[config.mk]
export PLATFORM = sky130hd
export DESIGN_NAME = led_pattern_scheduler
export DESIGN_NICKNAME = d
export VERILOG_FILES = /design/src/rtl/led_pattern_scheduler.sv
export SDC_FILE = /design/constraint.sdc
export NUM_CORES = 1
export LEC_CHECK = 0
export CELL_PAD_IN_SITES_DETAIL_PLACEMENT = 1
export CELL_PAD_IN_SITES_GLOBAL_PLACEMENT = 1
export CORE_ASPECT_RATIO = 1.2
export CORE_MARGIN = 4
export CORE_UTILIZATION = 35
export CTS_CLUSTER_DIAMETER = 200
export DETAILED_ROUTE_END_ITERATION = 7
export GPL_ROUTABILITY_DRIVEN = 0
export PLACE_DENSITY = 0.67
export SYNTH_ARGS = -nofsm -noshare
export SYNTH_HDL_FRONTEND = slang
export SYNTH_SLANG_ARGS = --single-unit
[constraint.sdc]
create_clock -name clk -period 3.2 [get_ports clk]
set_clock_uncertainty 0.1 [all_clocks]
set_input_delay 0.64 -clock clk [delete_from_list [all_inputs] [get_ports clk]]
set_output_delay 0.64 -clock clk [all_outputs]
set_load 0.01 [all_outputs]
[src/rtl/led_pattern_scheduler.sv]
// Shared-timebase LED scheduler: one free-running prescaler tick drives up to
// four independently commanded LED channels (OFF / ON / BLINK / FLASH-N).
module led_pattern_scheduler #(
   parameter int unsigned NUM_LEDS = 4,
   parameter int unsigned TICK_DIV = 100000000,
   parameter int unsigned CW       = 27
) (
   input  logic                clk,
   input  logic                rst,
   input  logic                cmd_valid,
   output logic                cmd_ready,
   input  logic [1:0]          cmd_led,
   input  logic [1:0]          cmd_mode,
   input  logic [7:0]          cmd_count,
   output logic                tick,
   output logic [NUM_LEDS-1:0] led_out,
   output logic [NUM_LEDS-1:0] busy
);

   localparam int unsigned FW = 9;
   localparam logic [CW-1:0] PRE_LAST = CW'(TICK_DIV - 1);

   localparam logic [1:0] MODE_OFF   = 2'd0;
   localparam logic [1:0] MODE_ON    = 2'd1;
   localparam logic [1:0] MODE_BLINK = 2'd2;
   localparam logic [1:0] MODE_FLASH = 2'd3;

   typedef enum logic [1:0] {
      ST_OFF   = 2'd0,
      ST_ON    = 2'd1,
      ST_BLINK = 2'd2,
      ST_FLASH = 2'd3
   } state_e;

   logic [CW-1:0]       pre_q, pre_d;
   state_e              state_q [NUM_LEDS];
   state_e              state_d [NUM_LEDS];
   logic [FW-1:0]       rem_q   [NUM_LEDS];
   logic [FW-1:0]       rem_d   [NUM_LEDS];
   logic [NUM_LEDS-1:0] led_q, led_d;
   logic [NUM_LEDS-1:0] busy_q, busy_d;
   logic [3:0]          busy_pad;
   logic                accept;

   // Channels beyond NUM_LEDS read as idle, so commands to them are taken and dropped
   assign busy_pad  = 4'(busy_q);
   assign cmd_ready = ~busy_pad[cmd_led];
   assign accept    = cmd_valid & cmd_ready;
   assign tick      = (pre_q == PRE_LAST);
   assign led_out   = led_q;
   assign busy      = busy_q;

   // Free-running prescaler, wraps after TICK_DIV cycles
   always_comb begin
      pre_d = pre_q + CW'(1);
      if (pre_q == PRE_LAST) begin
         pre_d = '0;
      end
   end

   // Per-channel next state: an accepted command wins over a same-edge tick
   always_comb begin
      state_d = state_q;
      rem_d   = rem_q;
      led_d   = led_q;
      busy_d  = busy_q;
      for (int i = 0; i < NUM_LEDS; i++) begin
         if (accept && (cmd_led == 2'(i))) begin
            unique case (cmd_mode)
               MODE_OFF: begin
                  state_d[i] = ST_OFF;
                  led_d[i]   = 1'b0;
               end
               MODE_ON: begin
                  state_d[i] = ST_ON;
                  led_d[i]   = 1'b1;
               end
               MODE_BLINK: begin
                  state_d[i] = ST_BLINK;
                  led_d[i]   = 1'b1;
               end
               MODE_FLASH: begin
                  if (cmd_count == 8'd0) begin
                     state_d[i] = ST_OFF;
                     led_d[i]   = 1'b0;
                     rem_d[i]   = '0;
                  end else begin
                     state_d[i] = ST_FLASH;
                     led_d[i]   = 1'b1;
                     busy_d[i]  = 1'b1;
                     rem_d[i]   = {cmd_count, 1'b0};
                  end
               end
            endcase
         end else if (tick) begin
            case (state_q[i])
               ST_BLINK: led_d[i] = ~led_q[i];
               ST_FLASH: begin
                  rem_d[i] = rem_q[i] - FW'(1);
                  if (rem_q[i] == FW'(1)) begin
                     // Last toggle of the flash ends dark and frees the channel
                     state_d[i] = ST_OFF;
                     led_d[i]   = 1'b0;
                     busy_d[i]  = 1'b0;
                  end else begin
                     led_d[i] = ~led_q[i];
                  end
               end
               default: ;
            endcase
         end
      end
   end

   // State registers with asynchronous active-low reset
   always_ff @(posedge clk or negedge rst) begin
      if (!rst) begin
         pre_q  <= '0;
         led_q  <= '0;
         busy_q <= '0;
         for (int i = 0; i < NUM_LEDS; i++) begin
            state_q[i] <= ST_OFF;
            rem_q[i]   <= '0;
         end
      end else begin
         pre_q   <= pre_d;
         led_q   <= led_d;
         busy_q  <= busy_d;
         state_q <= state_d;
         rem_q   <= rem_d;
      end
   end

endmodule

* Yosys cells after proc, flatten, opt, wreduce, memory -nomap -nowiden
Index checks and enable logic that the tools add are counted.
** Word-level totals
- Flip-flop bits (word level) :: 79
** Cells by class
- $add $sub $neg :: 5
- Magnitude comparators :: 1
- Eq/ne operators :: 27
- Multiplexer cells :: 71
- Bitwise operators :: 6
- Reduce and logical (&&, ||, !) cells :: 40
** Operator list (count)
- $mux W9 :: 14
- $eq A9 B1 Y1 const B :: 4
- $sub A9 B1 Y9 const B :: 4
- $mux W2 :: 17
- $mux W1 :: 32
- $add A27 B1 Y27 const B :: 1
- $eq A27 B27 Y1 const B :: 1
- $mux W27 :: 1
- $eq A2 B2 Y1 const B :: 12
- $reduce_and A3 Y1 :: 8
- $reduce_bool A2 Y1 :: 12
- $reduce_and A5 Y1 :: 4
- $reduce_bool A3 Y1 :: 4
- $logic_not A8 Y1 :: 1
- $ne A2 B1 Y1 const B :: 4
- $ne A2 B2 Y1 const B :: 4
- $pmux W1 S2 :: 4
- $pmux W2 S4 :: 1
- $reduce_and A2 Y1 :: 4
- $not A1 Y1 :: 5
- $eq A2 B1 Y1 const B :: 2
- $logic_and A1 B1 Y1 :: 4
- $logic_not A2 Y1 :: 2
- $lt A2 B3 Y1 const B :: 1
- 4 further kinds :: 4

* Depth between registers and ports, before layout
- Depth after elaboration :: 7
- Depth in mapped cells :: 9

* Worst setup path before layout
Ideal clock, no wire load.
- Path type :: register -> output
- Start point :: register pre_q[0]
- End point :: output tick
- Arrival :: 1.642 ns
- Data required time :: 2.460 ns
- Setup slack :: 0.818 ns
- Cell stages (with the launch flop) :: 9
- Path buffers :: 3
- Path through :: dfrtp_1 -> ha_1 -> and3_1 -> buf_2 -> and3_1 -> nand3_2 -> inv_1 -> buf_2 -> buf_2
** Between the ends
- Word-level cells in the longest chain between the ends :: 1
** RTL lines
- start: declaration :: line 35 : logic [CW-1:0] pre_q, pre_d;
- start signal: assignment :: line 126 : pre_q <= pre_d;
- $eq A27 B27 Y1 :: line 49 : assign tick = (pre_q == PRE_LAST);
- end: declaration :: line 15 : output logic tick,
No other way between the ends.

* Worst setup path in the final report
- Start point :: input cmd_led[0]
- End point :: output cmd_ready
** Between the ends
- Word-level cells in the longest chain between the ends :: 3
** RTL lines
- start: declaration :: line 12 : input logic [1:0] cmd_led,
- $bmux W1 S2 :: line 47 : assign cmd_ready = ~busy_pad[cmd_led];
- $mux W1 (not written as such) :: line 47
- $not A1 Y1 :: line 47
- end: declaration :: line 11 : output logic cmd_ready,
No other way between the ends. The select of a mux whose other input is x is not followed.

==> metrics.md <==
| Metric | Value |
|---|---|
| Kind of critical path | in -> out |
| Avg Synthesized Cell Area | 9.51 µm² |
| Die Wd | 112 µm |
| Fin area | 5430 µm² |
| Number of synthesized register bits | 79 |
| Post-synth EDFFs | 0 |
| Antenna fix cells | 0 |
| Final Hold Fails | 0 |
| Final ANT Viol Nets | 0 |
| Layout net count | 542 |
| Critical path arrival | 2.24 ns |
| Ports | 25 |
| Filler Cells Inserted | 1,442 |
| CP Launch Type | primary input |
| Global-route wire length before repair | 21,900 µm |
| 1st-iter DRT viols | 199 |
| Syn_nets | 504 |
| Pleak | 2.39 nW |
| Max clock buf depth | 2 |
| Post-cts gate resize count | 0 |
| Slew @ Worst Pin | 0.775 ns |
| Clock root buffer | clkbuf_16 |
| Layout cell share with drive strength beyond 1 | 0.119 |
| HP Class | in -> async |
| Area leader, netlist | dfrtp_1 |
| Placed Area | 5070 µm² |
| PD cells | 432 nW/µm² |
| DP HPWL | 9510 µm |
| Hold WS | 0.253 ns |
| VDD IR max | 0.248 mV |
| Routed WL | 13,100 µm |
| Mapped cell area | 4540 µm² |
| H-tree depth | 3 |
| Vias per cell | 5.84 |
| Hold buffers post-CTS | 0 |
| Flop-to-flop setup slack | 0.83 ns |
| Total number of vias | 3,997 |
| Synth Warn # | 0 |
| Initial antenna violation count | 0 |
| CP Capture Type | output pin |
| Util after Layout | 0.428 |
| Slew Viols, Final | 0 |
| Synth area leaders | dfrtp_1, nor2_1, nand2_1 |
| Vias in the first global route | 4,206 |
| Seq/Total Area, Yosys | 0.435 |
| Clock Latency Late Sink | 0.33 ns |
| Status | finished clean |
| Largest net degree at the start of global routing | 53 |
| Total power | 2.34 mW |
| Die ar. | 14,900 µm² |
| Critical Path RT | 2.46 ns |
| CTS Sinks | 79 |
| Setup TNS | 0 ns |
| Fmax | 335 MHz |
| Num CTS Buffers | 9 |
| Slew margin rel. | 0.479 |
| Die height | 133 µm |
| Total grt overflow | 0 |
| RSZ-0062 raised after global routing | no |
| Tot GR Track Use | 0.182 |
| Setup violations, final | 0 |
| Core area | 12,700 µm² |
| Clock slew at reported path FFs | 0.06 ns |
| Starting Density | 0.359 |
| Post-CTS Setup Bufs | 0 |
| Most frequent cell after synthesis | dfrtp_1 |
| DRC viols | 0 |
| Commonest cells post-synth | dfrtp_1, nor2_1, nand2_1 |
| MaxCap Viol Count | 0 |
| CTS tree | built |
| Core Rows | 45 |
| Top cell type's share of synthesized area | 0.435 |
| Final period util | 0.931 |
| Commonest register cell after synthesis | dfrtp_1 |
| Critical path fanouts, max | 2 |
| Yosys cell types | 61 |
| Clock period minus worst slack | 2.98 ns |
| First drt pass iteration count | 4 |
| Post-Syn Instances | 478 |
| PortBufs | 24 |
| Routed len/inst | 19.1 µm |
| Synth async-reset ratio | 1.00 |
| Area grow syn2layout | 19.4% |
## worst max-delay path, cell delays in order
cell,delay (ns)
clkdlybuf4s50_1,0.51
mux4_2,0.50
inv_1,0.06
clkdlybuf4s50_1,0.52
## worst paths after layout
check,from,end,cells after the start
worst max register to register,pre_q[0]$_DFF_PN0_,rem_q[15]$_DFFE_PN0P_,8
worst min register to register,pre_q[6]$_DFF_PN0_,pre_q[6]$_DFF_PN0_,1
max in group asynchronous,rst,rem_q[15]$_DFFE_PN0P_,2
worst min-delay path,rst,rem_q[31]$_DFFE_PN0P_,1
min in group clk,pre_q[6]$_DFF_PN0_,pre_q[6]$_DFF_PN0_,1
worst max-delay path,cmd_led[0],cmd_ready,4
## stage by stage
stage / std cells / setup slack [ns]
6_report: 685 / 0.219
5_1_grt: 685 / 0.0435
2_1_floorplan: 478 / 0.818
3_5_place_dp: 669 / 0.219
3_3_place_gp: 669 / 0.224
4_1_cts: 685 / 0.177
## flip-flops by register name (all words and copies together), names as in the netlist
register	flops
rem_q	36
state_q	8
busy	4
led_out	4
pre_q	27
## routing by layer
layer  track usage  vias to the layer above  wire length, µm
met4        0.0641                        0              326
met3        0.0302                       24              442
li1              -                     1863                -
met5             0                        -                0
met1         0.228                     2027             5750
met2         0.316                       83             6540
## report_power, final
group / internal [mW] / switching [mW] / total, mW
clock network: 0.805 / 0.410 / 1.21
logic: 0.0435 / 0.0677 / 0.111
registers: 1.01 / 0.00909 / 1.02
## placed cells by master, fill, tap and decap left out, drive strengths merged, types with 11 or more instances in the layout
cell type and count:
clkbuf 11, nand3 28, inv 20, clkdlybuf4s50 23, nand2 40, dfrtp 79, o21ai 15, nor4 15
nand4 20, buf 21, xor2 12, nor3 19, ha 11, a211oi 16, o22ai 15, nor2 65
## area by class of cell
cell class	instances	area [µm²]	area share
Sequential cell	79	1980	0.364
Clock buffer	11	253	0.0466
Multi-Input combinational cell	362	2410	0.444
Clock inverter	5	104	0.0191
Tap cell	164	205	0.0378
Inverter	20	75.1	0.0138
Timing Repair Buffer	44	400	0.0738
## logic make-up after synthesis
logic type / count (synthesis) / synth area share
DFF: 79 / 0.435
buffers and inverters: 37 / 0.0344
adders and majority gates: 11 / 0.0303
AOI/OAI and AO/OA: 88 / 0.138
and+or+nand+nor: 236 / 0.305
muxes: 6 / 0.0165
xor gates and xnor gates: 21 / 0.0405
No activity file was read; power rests on OpenSTA's default activity.
